File: config.mk
export PLATFORM = sky130hd
export DESIGN_NAME = berg_link_fifo
export DESIGN_NICKNAME = d
export VERILOG_FILES = /design/src/rtl/berg_link_fifo.sv
export SDC_FILE = /design/constraint.sdc
export NUM_CORES = 1
export LEC_CHECK = 0
export BUFFER_PORTS_ARGS = -buffer_cell sky130_fd_sc_hd__buf_4
export CORE_MARGIN = 2
export CORE_UTILIZATION = 59
export DETAILED_ROUTE_END_ITERATION = 8
export PLACE_DENSITY = 0.83
export SYNTH_ARGS = -nofsm -noshare
export SYNTH_HDL_FRONTEND = slang
export SYNTH_SLANG_ARGS = --single-unit
File: constraint.sdc
create_clock -name clk -period 4.8 [get_ports clk]
set_input_delay 0.48 -clock clk [delete_from_list [all_inputs] [get_ports clk]]
set_output_delay 0.48 -clock clk [all_outputs]
set_load 0.02 [all_outputs]
File: src/rtl/berg_link_fifo.sv
// First-word-fall-through FIFO carrying WIDTH header channels across a board link.
// It reports occupancy and has a sticky overrun flag for sources that ignore ready.
module berg_link_fifo #(
  parameter int unsigned WIDTH = 8,
  parameter int unsigned DEPTH = 4
) (
  input  logic                       clk,
  input  logic                       rst,
  input  logic                       in_valid,
  output logic                       in_ready,
  input  logic [WIDTH-1:0]           in_data,
  output logic                       out_valid,
  input  logic                       out_ready,
  output logic [WIDTH-1:0]           out_data,
  output logic [$clog2(DEPTH+1)-1:0] count,
  output logic                       ovr,
  input  logic                       ovr_clr
);

  localparam int unsigned PW = $clog2(DEPTH);
  localparam int unsigned CW = $clog2(DEPTH + 1);

  logic [WIDTH-1:0] mem [DEPTH];
  logic [PW-1:0]    rd_ptr;
  logic [PW-1:0]    wr_ptr;
  logic             push;
  logic             pop;

  // Handshake decodes come only from registered occupancy, so there is no
  // combinational path between the two sides of the link.
  assign in_ready  = (count != CW'(DEPTH));
  assign out_valid = (count != CW'(0));
  assign push      = in_valid && in_ready;
  assign pop       = out_valid && out_ready;
  assign out_data  = out_valid ? mem[rd_ptr] : '0;

  // Storage holds no reset; validity is tracked by count alone.
  always_ff @(posedge clk) begin
    if (push) begin
      mem[wr_ptr] <= in_data;
    end
  end

  always_ff @(posedge clk or posedge rst) begin
    if (rst) begin
      rd_ptr <= '0;
      wr_ptr <= '0;
      count  <= '0;
    end else begin
      if (push) begin
        wr_ptr <= wr_ptr + PW'(1);
      end
      if (pop) begin
        rd_ptr <= rd_ptr + PW'(1);
      end
      case ({push, pop})
        2'b10:   count <= count + CW'(1);
        2'b01:   count <= count - CW'(1);
        default: count <= count;
      endcase
    end
  end

  // A rejected write sets the flag; setting takes priority over clearing.
  always_ff @(posedge clk or posedge rst) begin
    if (rst) begin
      ovr <= 1'b0;
    end else if (in_valid && !in_ready) begin
      ovr <= 1'b1;
    end else if (ovr_clr) begin
      ovr <= 1'b0;
    end
  end

  always @(posedge clk) begin
    if (!rst) begin
      assert (count <= CW'(DEPTH));
      assert ((rd_ptr != wr_ptr) || (count == CW'(0)) || (count == CW'(DEPTH)));
    end
  end

endmodule

==> results.md <==
* Clk slew on worst S/H paths at 0.10 ns
* Type of origin of the critical path: flop
* Number of setup buffers added after CTS at 0
* Area after DPL at 1897 um2
* Crit path max-delay family: flip-flops
* Syn Std Cell Area at 1690 um2
* Total grt overflow at 0
* Critical Path RT at 4.32 ns
* RSZ-0062 raised after global routing: false
* # DRC at 0
* Ports at 27
* Post-CTS Resized at 0
* P_int at 785.8 uW
* Final non-filler cell total at 156
* Final setup viols at 0
* Slew headroom at 60.52%
* Vert. Die Dim at 57.53 um
* Status: finished clean
* Clock Latency Late Sink at 0.33 ns
* Core Util, Final at 71.21%
* Post-detailed-route count of antenna-violating nets at 0
* Hold_buf cts at 0
* Net Sw Power at 420.9 uW
* CP peak stage delay at 0.73 ns
* WP buf/inv at 1
* Worst vdd ir at 0.4314 mV
* Crit path kind: reg -> out
* Crit-path slowest cell: dfrtp_1
* Tmin final at 2.433 ns
* Commonest non-fill, non-tap cell in the layout: edfxtp_1
* Core ar. at 2734 um2
* Comb power frac at 42.0%
* Cell Rows at 19
* Sequential Power Share at 45.2%
* Final hold viol count at 0
* Clock Power Share at 12.8%
* PwrDens at 619.8 nW/um2
* Initial Util at 61.83%
* CTS buffer count at 5
* First-pass iteration count of the detailed router at 4
* Area delta synth->final at 15.17%
* Share of layout cells above drive strength 1 at 35.20%
* Vias in the first global route at 860
* Initial antenna violation count at 0
* Ys Warns at 0
* Worst-path cell chain: mux4_2 > and2_1 > buf_4
* HP Class: in -> async
* First DRT Iteration DRCs at 25
* Peak fanout along the critical path at 10
* CTS root buf: clkbuf_4
* PortBufs at 26
* Worst EP arrival at 1.95 ns
* H-tree depth at 2
* Worst-Margin Slew at 0.5922 ns
* Syn Nets at 113
* Yosys cell types at 20
* GRT Total Usage at 17.91%
* Post-Syn Instances at 94
* Die ar. at 3309 um2
* Tcrit/Tclk final at 50.69%
* Flops & latches, synth at 40
* Placed Cells at 148
* Post-synthesis sequential area ratio at 68.69%
* Worst setup margin at 2.367 ns
* GP Congestion at 0.7447
* Net Sw Frac at 34.88%
* Met3 Track Usage GR at 6.122%
* WL/cell at 16.56 um
* Design Area, Final at 1947 um2
* N_diodes at 0
* Via-to-Cell Ratio at 5.423
* Setup Skew at 0.01000 ns
* Dpl ws at 2.703 ns
* Final HPWL DP at 1840 um
* Largest net degree at the start of global routing at 13
* Met2 usage at 28.25%
* Grt met1 use at 22.69%
* Final wirelength at 2584 um
* Setup Total Neg Slack at 0 ns
* Commonest non-fill, non-tap cells in the layout: 32 x edfxtp_1, 26 x buf_4, 13 x and2_1, 9 x inv_1
* Die X at 57.53 um
* Leakage at 0.0007554 uW
* # Max-Cap Violations at 0
* Global-route wire length before repair at 4098 um
* Synth Area per Inst at 17.98 um2
* Crit end category: output pin
* CTS tree: yes
* Final nets at 143
* Maximum clock rate at 411.0 MHz
* Slew Limit Fails at 0
* Clock tree buffer depth at 2
* Top Usage Layer GRT: met2
* Vias at 846
* Clk sink count at 40
==> kinds of logic (layout without fill, tap and decap cells) <==
| family | count (synthesis) | in the layout | share of synthesized area, % |
|---|---|---|---|
| AOI/OAI and AO/OA | 1 | 1 | 0.2958 |
| xor gates and xnor gates | 6 | 6 | 3.109 |
| adders and majority gates | 6 | 6 | 4.885 |
| buffers and inverters | 12 | 43 | 3.626 |
| DFF | 40 | 40 | 68.69 |
| muxes | 10 | 10 | 11.92 |
| and+or+nand+nor | 19 | 19 | 7.475 |
==> worst reg2reg max path, cell delays in order, from the launching register on <==
cell and delay, ns:
dfrtp_1 0.45, nor3b_2 0.29, nor2b_2 0.13, inv_1 0.07
ha_1 0.18, inv_1 0.06, fa_1 0.38, xor2_1 0.16
nor2_1 0.14, xor2_1 0.16
==> through the flow <==
stage / power [uW] / hold WS, ns
floorplan: 901.4 / 0.2957
global placement: 1050 / 0.4470
detailed placement: 1071 / 0.4623
CTS: 1225 / 0.09028
global route: 1285 / 0.09266
finish: 1207 / 0.08364
==> layout make-up <==
class / instances / area (um2)
multi-input combinational: 42 / 467.9
clock inverter: 1 / 5.005
tap: 31 / 38.79
fill: 192 / 787.0
sequential: 40 / 1161
timing repair buffer: 26 / 195.2
inverter: 9 / 33.78
clock buffer: 7 / 45.04
==> synthesized netlist by cell type <==
cell	instances	area share, %
or3_4	1	0.67
nand2_1	1	0.22
buf_6	2	1.3
edfxtp_1	32	57
inv_1	9	2.0
mux2_2	1	0.67
fa_1	1	1.2
nor3b_2	1	0.74
nor2_1	1	0.22
nand3_1	1	0.30
mux4_2	8	11
xor2_1	3	1.6
dfrtp_1	8	12
and2_1	13	4.8
clkbuf_2	1	0.30
ha_1	5	3.7
o21ai_0	1	0.30
nor2b_2	1	0.52
xnor2_1	3	1.6
mux2i_1	1	0.59
==> sequential cells by signal, summed over array words and instances (netlist names) <==
signal  count
count       3
wr_ptr      2
mem        32
ovr         1
rd_ptr      2
==> metal layers <==
| layer | vias to the layer above | share of wire, % |
|---|---|---|
| met3 | 6 | 5.6 |
| li1 | 401 | - |
| met4 | 0 | 2.1 |
| met5 | - | 0 |
| met1 | 410 | 41 |
| met2 | 29 | 51 |
==> power groups by stage <==
stage	combinational [uW]	clock, uW	sequential [uW]
finish	507	154	546
detailed placement	514	0	557
CTS	516	160	549
floorplan	373	0	529
global route	548	175	562
global placement	501	0	550
==> final timing paths <==
check                                       from                    end  slack, ns  cells past startpoint
max                        rd_ptr[0]$_DFFE_PP0P_            out_data[2]       2.37                      3
min                                          rst  wr_ptr[0]$_DFFE_PP0P_       0.08                      2
max reg2reg                 count[0]$_DFFE_PP0P_   count[2]$_DFFE_PP0P_       2.72                      9
min reg2reg                 count[2]$_DFFE_PP0P_   count[2]$_DFFE_PP0P_       0.52                      1
max in group asynchronous                    rst  wr_ptr[1]$_DFFE_PP0P_       4.48                      2
min in group clk                         ovr_clr        ovr$_DFFE_PP0P_       0.33                      2
No activity file was read; power rests on OpenSTA's default activity.
